**src/rtl/seq_monitor_pkg.sv**
```systemverilog
// Shared types and default sizing for the count-sequence monitor.
package seq_monitor_pkg;

    typedef enum logic {
        SEARCH = 1'b0,
        TRACK  = 1'b1
    } state_t;

    localparam int DEFAULT_MODULUS = 7;
    localparam int DEFAULT_WIDTH   = 3;
    localparam int DEFAULT_CW      = 8;

endpackage

```
**src/rtl/sat_counter.sv**
```systemverilog
// Saturating event counter; an increment in the same cycle as clr counts
// from a freshly cleared value, so the event is never lost.
module sat_counter
    import seq_monitor_pkg::*;
#(
    parameter int CW = DEFAULT_CW
) (
    input  logic          clk,
    input  logic          rst,
    input  logic          clr,
    input  logic          inc,
    output logic [CW-1:0] q
);

    localparam logic [CW-1:0] MAX = '1;

    logic [CW-1:0] q_q;
    logic [CW-1:0] q_d;

    always_comb begin
        q_d = q_q;
        if (inc) begin
            if (clr) begin
                q_d = CW'(1);
            end else if (q_q != MAX) begin
                q_d = q_q + 1'b1;
            end
        end else if (clr) begin
            q_d = '0;
        end
    end

    always_ff @(posedge clk or posedge rst) begin
        if (rst) begin
            q_q <= '0;
        end else begin
            q_q <= q_d;
        end
    end

    assign q = q_q;

endmodule

```
**src/rtl/seq_monitor.sv**
```systemverilog
// Watches a mod-MODULUS count stream: locks on a 0, then flags every sample
// that does not follow the expected successor. All outputs are registered.
module seq_monitor
    import seq_monitor_pkg::*;
#(
    parameter int MODULUS = DEFAULT_MODULUS,
    parameter int WIDTH   = DEFAULT_WIDTH,
    parameter int CW      = DEFAULT_CW
) (
    input  logic             clk,
    input  logic             rst,
    input  logic [WIDTH-1:0] cnt,
    input  logic             cnt_vld,
    input  logic             clr_err,
    output logic             locked,
    output logic             wrap,
    output logic [CW-1:0]    cyc_cnt,
    output logic             seq_err,
    output logic             err_sticky,
    output logic [CW-1:0]    err_cnt
);

    localparam logic [WIDTH-1:0] LAST = WIDTH'(MODULUS - 1);

    state_t           state_q, state_d;
    logic [WIDTH-1:0] exp_q, exp_d;
    logic             wrap_q, wrap_d;
    logic             seq_err_q, viol_d;
    logic             err_sticky_q, err_sticky_d;
    logic             out_of_range;

    // The next expected value is always the successor of the accepted sample,
    // whether it matched or is a 0 that restarts tracking.
    function automatic logic [WIDTH-1:0] succ(input logic [WIDTH-1:0] v);
        return (v == LAST) ? '0 : v + 1'b1;
    endfunction

    assign out_of_range = (int'(cnt) >= MODULUS);

    always_comb begin
        state_d = state_q;
        exp_d   = exp_q;
        wrap_d  = 1'b0;
        viol_d  = 1'b0;
        if (cnt_vld) begin
            case (state_q)
                SEARCH: begin
                    if (cnt == '0) begin
                        state_d = TRACK;
                        exp_d   = succ(cnt);
                    end else if (out_of_range) begin
                        viol_d = 1'b1;
                    end
                end
                TRACK: begin
                    if (cnt == exp_q) begin
                        exp_d  = succ(cnt);
                        wrap_d = (cnt == LAST);
                    end else begin
                        viol_d = 1'b1;
                        if (cnt == '0) begin
                            exp_d = succ(cnt);
                        end else begin
                            state_d = SEARCH;
                            exp_d   = '0;
                        end
                    end
                end
                default: begin
                    state_d = SEARCH;
                    exp_d   = '0;
                end
            endcase
        end
        err_sticky_d = viol_d ? 1'b1 : (clr_err ? 1'b0 : err_sticky_q);
    end

    always_ff @(posedge clk or posedge rst) begin
        if (rst) begin
            state_q      <= SEARCH;
            exp_q        <= '0;
            wrap_q       <= 1'b0;
            seq_err_q    <= 1'b0;
            err_sticky_q <= 1'b0;
        end else begin
            state_q      <= state_d;
            exp_q        <= exp_d;
            wrap_q       <= wrap_d;
            seq_err_q    <= viol_d;
            err_sticky_q <= err_sticky_d;
        end
    end

    sat_counter #(.CW(CW)) u_cyc_cnt (
        .clk (clk),
        .rst (rst),
        .clr (1'b0),
        .inc (wrap_d),
        .q   (cyc_cnt)
    );

    sat_counter #(.CW(CW)) u_err_cnt (
        .clk (clk),
        .rst (rst),
        .clr (clr_err),
        .inc (viol_d),
        .q   (err_cnt)
    );

    assign locked     = (state_q == TRACK);
    assign wrap       = wrap_q;
    assign seq_err    = seq_err_q;
    assign err_sticky = err_sticky_q;

endmodule

```
**config.mk**
```make
export PLATFORM = sky130hd
export DESIGN_NAME = seq_monitor
export DESIGN_NICKNAME = d
export VERILOG_FILES = /design/src/rtl/seq_monitor_pkg.sv /design/src/rtl/sat_counter.sv /design/src/rtl/seq_monitor.sv
export SDC_FILE = /design/constraint.sdc
export NUM_CORES = 1
export LEC_CHECK = 0
export ABC_AREA = 0
export CORE_AREA = 2 2 74 76
export DETAILED_ROUTE_END_ITERATION = 6
export DIE_AREA = 0 0 76 78
export GPL_TIMING_DRIVEN = 0
export MAX_ROUTING_LAYER = met4
export SYNTH_ARGS = -nofsm -noshare
export SYNTH_HDL_FRONTEND = slang
export SYNTH_SLANG_ARGS = --single-unit
```
**constraint.sdc**
```tcl
create_clock -name clk -period 2.75 [get_ports clk]
set_input_delay 0.275 -clock clk [delete_from_list [all_inputs] [get_ports clk]]
set_output_delay 0.275 -clock clk [all_outputs]
set_load 0.05 [all_outputs]
```
# Yosys cells after proc, flatten, opt, wreduce, memory -nomap -nowiden
# Index checks and enable logic that the tools add are counted.
# W data, S select, Z words.
[word_totals]
regBits = 23
inputBits = 7
[op_classes]
addsub = 3
n_lt_le_gt_ge = 1
n_eq_ne = 5
muxes = 22
bitwise_logic = 1
n_reduce_logical = 6
[op_table]
columns = ["op", "count"]
rows = [
  ["$mux W8", 4],
  ["$add A8 B1 Y8 const B", 2],
  ["$ne A8 B8 Y1 const B", 2],
  ["$mux W3", 4],
  ["$mux W1", 11],
  ["$pmux W3 S2", 1],
  ["$reduce_and A2 Y1", 3],
  ["$pmux W1 S2", 2],
  ["$reduce_bool A2 Y1", 2],
  ["$add A3 B1 Y3 const B", 1],
  ["$eq A3 B3 Y1", 1],
  ["$eq A3 B3 Y1 const B", 1],
  ["$ge A3 B3 Y1 const B", 1],
  ["$logic_not A3 Y1", 1],
  ["$ne A2 B2 Y1 const B", 1],
  ["$not A1 Y1", 1],
]

# Longest topological paths before layout
[logic_depth]
word_depth = 7
mapped_depth = 8
ltp_nobuf = 7

# Cells and area by module
# Synthesis repeated with hierarchy kept, for this count alone.
[unflattened]
cells_unflattened = 149
hier_area_um2 = 1393.8
[modules_own_cells]
columns = ["module", "instances", "cells_per_inst", "area_each_um2"]
rows = [
  ["sat_counter", 2, 50, 470.5],
  ["seq_monitor", 1, 49, 452.9],
]

# Worst setup path before layout
# OpenSTA, ideal clock, no wires.
[synth_path]
kind = "reg2reg"
start = "reg u_cyc_cnt.q_q[0], in the netlist u_cyc_cnt.q[0]"
end = "reg u_cyc_cnt.q_q[1], in the netlist u_cyc_cnt.q[1]"
setup_ps = 125
arrival_time_ps = 1793
path_slack_ps = 832
path_stages_with_launch = 5
n_path_buf = 0
period_less_slack_ps = 1918
cell_sequence = "dfrtp_1 -> ha_1 -> a41o_2 -> nor3_4 -> mux2_2"
[synth_via]
elab_chain_len = 2
[synth_lines]
columns = ["element", "line", "source"]
rows = [
  ["from (decl)", "sat_counter.sv:17", "logic [CW-1:0] q_q;"],
  ["from (signal assigned)", "sat_counter.sv:37", "q_q <= q_d;"],
  ["parallel branches: the longest is 2 deep, another holds $add A8 B1 Y8", "n/a", ""],
]
# Several ways; the timed one is not identified.
# A chain may end at the register's enable or synchronous reset.

# Worst setup path after layout
[layout_path]
start = "in cnt[2]"
end = "reg u_err_cnt.q_q[5], in the netlist u_err_cnt.q[5]"
[layout_via]
elab_chain_len = 7
[layout_lines]
columns = ["element", "line", "source"]
rows = [
  ["from (decl)", "seq_monitor.sv:12", "input logic [WIDTH-1:0] cnt,"],
  ["$ge A3 B3 Y1", "seq_monitor.sv:38", "assign out_of_range = (int'(cnt) >= MODULUS);"],
  ["$mux W1", "seq_monitor.sv:51", "end else if (out_of_range) begin"],
  ["$mux W1", "seq_monitor.sv:48", "if (cnt == '0) begin"],
  ["$pmux W1 S2 *", "seq_monitor.sv:46", "case (state_q)"],
  ["$mux W1 *", "seq_monitor.sv:45", "if (cnt_vld) begin"],
  ["$reduce_bool A2 Y1 (no line)", "n/a", ""],
  ["$reduce_and A2 Y1 (no line)", "n/a", ""],
  ["to (signal assigned)", "sat_counter.sv:37", ""],
  ["to (decl)", "sat_counter.sv:17", ""],
]
# Mark *: on every way between the ends. The rest lies on a longest branch, timed or not.

==> Flow_metrics.wiki <==
{| class="wikitable"
! Metric !! Value
|-
| Warnings, synthesis || 0
|-
| Wire length of the first global-routing pass || 4240 µm
|-
| Number of DRC markers after the initial detailed-route iteration || 43
|-
| CP startpoint kind || input port
|-
| Count of flip-flops with a built-in enable after synthesis || 0
|-
| Total via count in the routed design || just over 900
|-
| Clock H-tree levels || 1
|-
| Number of rows created at floorplan || 26
|-
| Upper clock frequency limit || between 400 and 500 MHz
|-
| Status || finished, final reports clean
|-
| Nets in the synthesized netlist || ~120
|-
| CTS Hold Buffers Added || 0
|-
| Worst Hold End || exp_q[0]
|-
| # clock sinks || 23
|-
| Top cells by area, synth || sky130_fd_sc_hd__dfrtp_1 47%, sky130_fd_sc_hd__xnor2_1 4.3%, sky130_fd_sc_hd__xnor2_2 4.0%
|-
| Overall die height || 78 µm
|-
| Dpl hpwl || ~1700 µm
|-
| Area of the placeable core || about 5000 µm²
|-
| Buffers from clock root to sink, at most || 2
|-
| Sequential-to-total area share from yosys stat || 0.469
|-
| Worst hold stages || 2
|-
| Power Total || between 0.0007 and 0.0008 W
|-
| Final cell area excluding filler cells || around 1600 µm²
|-
| Reg-to-reg setup timing slack || approximately 0.95 ns
|-
| Actual transition at the worst max-transition pin || around 0.88 ns
|-
| Antenna cells || 0
|-
| Capturing element type of the critical path || register
|-
| Largest fanout on the critical path || 7
|-
| Max-slew violations || 0
|-
| Top-count cell post-synth || sky130_fd_sc_hd__dfrtp_1
|-
| Final worst-path setup slack || just under 0.7 ns
|-
| Post-placement cell count || around 210
|-
| Count of buffers inserted at the top-level ports || 23
|-
| Initial antenna violation count || 0
|-
| Final Hold Violating Endpoints || 0
|-
| Share of Yosys cell area claimed by the top area cell type || 0.469
|-
| Static leakage || around 0.69 nW
|-
| IR Drop Worst-Case VDD || around 0.18 mV
|-
| Vias in the first global route || between 900 and 1000
|-
| Min-delay worst type || in -> reg
|-
| Total negative setup slack || 0 ns
|-
| Width of the die || 76 µm
|-
| Mean Syn Cell Area || between 10 and 15 µm²
|-
| Number of post-CTS setup repair buffers || 0
|-
| Starting utilization of the core area || 0.243
|-
| Cell area reported after detailed placement || about 1500 µm²
|-
| Final nets || about 150
|-
| P&R area growth vs syn || 29.6%
|-
| Path type of the worst setup path || in -> reg
|-
| Launch instance of the worst min-delay path || cnt[0]
|-
| Worst skew pair latency || around 0.26 ns
|-
| Remaining antenna violation count || 0
|-
| Register clock-pin slew on the reported worst setup and hold paths || about 0.08 ns
|-
| Max-capacitance violation count || 0
|-
| Syn Inst Count || around 110
|-
| Count of different cell masters after synthesis || 39
|-
| Worst R2R Path Depth || 4
|-
| Top cell types by occurrence after synthesis || 23 x sky130_fd_sc_hd__dfrtp_1, 12 x sky130_fd_sc_hd__nand2_1, 9 x sky130_fd_sc_hd__nand3_1, 8 x sky130_fd_sc_hd__nor2_1, 6 x sky130_fd_sc_hd__xnor2_1
|-
| Floorplan die area || approximately 5900 µm²
|-
| Final non-filler cell total || roughly 210
|-
| Final count of negative-setup-slack endpoints || 0
|-
| Vias per std cell || 4.41
|-
| Cell Area, Synth || roughly 1200 µm²
|-
| Unrepaired setup endpoints after global routing || false
|-
| Max-slew headroom at the worst pin || 0.409
|-
| Largest net degree at the start of global routing || 24
|-
| DRC violation count after routing || 0
|-
| Register bit total from synthesis || 23
|-
| PD cells || roughly 450 nW/µm²
|-
| CTS resizes || 0
|-
| Worst clock skew on the final layout || about 0.0032 ns
|-
| Total length of routed wires || between 2000 and 2500 µm
|-
| Weighted congestion at the end of routability-driven global placement || 0.710
|-
| All-layer global routing usage || 0.0882
|-
| Clock Root Buffer || sky130_fd_sc_hd__clkbuf_8
|-
| Worst reg2reg endpoint || u_cyc_cnt.q[1]
|-
| Final critical-path required period || roughly 2.1 ns
|-
| Reg-to-Reg Start || u_cyc_cnt.q[0]
|-
| Routed wire length per instance || about 11 µm
|-
| Global route total overflow || 0
|-
| Total iterations of the first detailed-routing run || 6
|-
| Number of buffers created by CTS || 3
|-
| Io pins || 27
|-
| Share of layout cells above drive strength 1 || 0.135
|-
| Cell type with the highest aggregate area in the netlist || sky130_fd_sc_hd__dfrtp_1
|-
| CTS tree || built
|-
| CP arrival || 2.22 ns
|-
| Critical path data required time || approximately 2.9 ns
|-
| Worst Setup Slack post-DPL || about 0.39 ns
|-
| Share of synthesized registers carrying an async set or reset || 1.00
|-
| Period Utilization, post-route || 0.755
|-
| Most used flip-flop cell after synthesis || sky130_fd_sc_hd__dfrtp_1
|}
[how the worst max path moves through the flow]
stage	start	end	cells past startpoint
after detailed placement	cnt[2]	u_err_cnt.q[5]	7
final	cnt[2]	u_err_cnt.q[5]	7
after global placement	cnt[2]	u_err_cnt.q[5]	7
after CTS	cnt[2]	u_err_cnt.q[5]	7
after floorplan	u_cyc_cnt.q[0]	u_cyc_cnt.q[1]	4
after global routing	cnt[2]	u_err_cnt.q[5]	7
[metrics by stage]
stage                util  hold slack [ns]
floorplan               -            0.277
global placement    0.306            0.464
detailed placement  0.306            0.471
CTS                 0.315            0.277
global route        0.315            0.279
finish              0.315            0.281
[area by class of cell]
| cell class | count | area (µm²) |
|---|---|---|
| inverter | 2 | 7.51 |
| clock buffer | 4 | 45.0 |
| multi-input combinational | 86 | 622 |
| sequential | 23 | 576 |
| buffer | 3 | 22.5 |
| tap | 70 | 87.6 |
| timing repair buffer | 23 | 230 |
| fill | 544 | 3450 |
[state kept, by name (all words and copies together), names as in the netlist]
| signal | flops |
|---|---|
| exp_q | 3 |
| seq_err | 1 |
| err_sticky | 1 |
| wrap | 1 |
| locked | 1 |
| u_err_cnt.q | 8 |
| u_cyc_cnt.q | 8 |
[power breakdown]
group          internal, W  switching, W
sequential        0.000355     0.0000183
clock             0.000103      0.000103
combinational    0.0000576     0.0000833
total             0.000516      0.000204
[logic make-up after synthesis]
group                      share of synthesized area
and+or+nand+nor                                0.236
DFF                                            0.469
xor gates and xnor gates                       0.111
buffers and inverters                         0.0245
AOI/OAI and AO/OA                             0.0856
muxes                                         0.0347
adders and majority gates                     0.0387
[cells in the final DEF (no fill, tap or decap), types with 2 or more instances in the layout]
cell type                         synthesis  layout
sky130_fd_sc_hd__nor2_1                   8       8
sky130_fd_sc_hd__xnor2_2                  3       3
sky130_fd_sc_hd__xor2_1                   4       4
sky130_fd_sc_hd__ha_1                     3       3
sky130_fd_sc_hd__dfrtp_1                 23      23
sky130_fd_sc_hd__nand2_1                 12      12
sky130_fd_sc_hd__clkbuf_8                 0       3
sky130_fd_sc_hd__inv_1                    2       2
sky130_fd_sc_hd__nor2b_1                  2       2
sky130_fd_sc_hd__or2_2                    2       2
sky130_fd_sc_hd__and4_1                   3       3
sky130_fd_sc_hd__and3_1                   2       2
sky130_fd_sc_hd__clkdlybuf4s50_1          0      23
sky130_fd_sc_hd__nand3b_1                 2       2
sky130_fd_sc_hd__mux2i_1                  2       2
sky130_fd_sc_hd__xnor2_1                  6       6
sky130_fd_sc_hd__nand3_1                  9       9
sky130_fd_sc_hd__nand4_1                  5       5
sky130_fd_sc_hd__a21oi_1                  4       4
[worst max-delay path, stage by stage]
cell and delay [ns]:
sky130_fd_sc_hd__clkdlybuf4s50_1 0.55, sky130_fd_sc_hd__ha_1 0.29, sky130_fd_sc_hd__o21a_1 0.10, sky130_fd_sc_hd__o311a_2 0.39, sky130_fd_sc_hd__and2_4 0.19, sky130_fd_sc_hd__nand4_1 0.10
sky130_fd_sc_hd__mux2_1 0.32
[per-layer routing]
layer,GRT usage,wire [µm]
met1,0.109,1200
met2,0.146,1070
met3,0.0267,111
met4,0.0164,12
met5,-,0
Power figures use the tool's default switching activity.
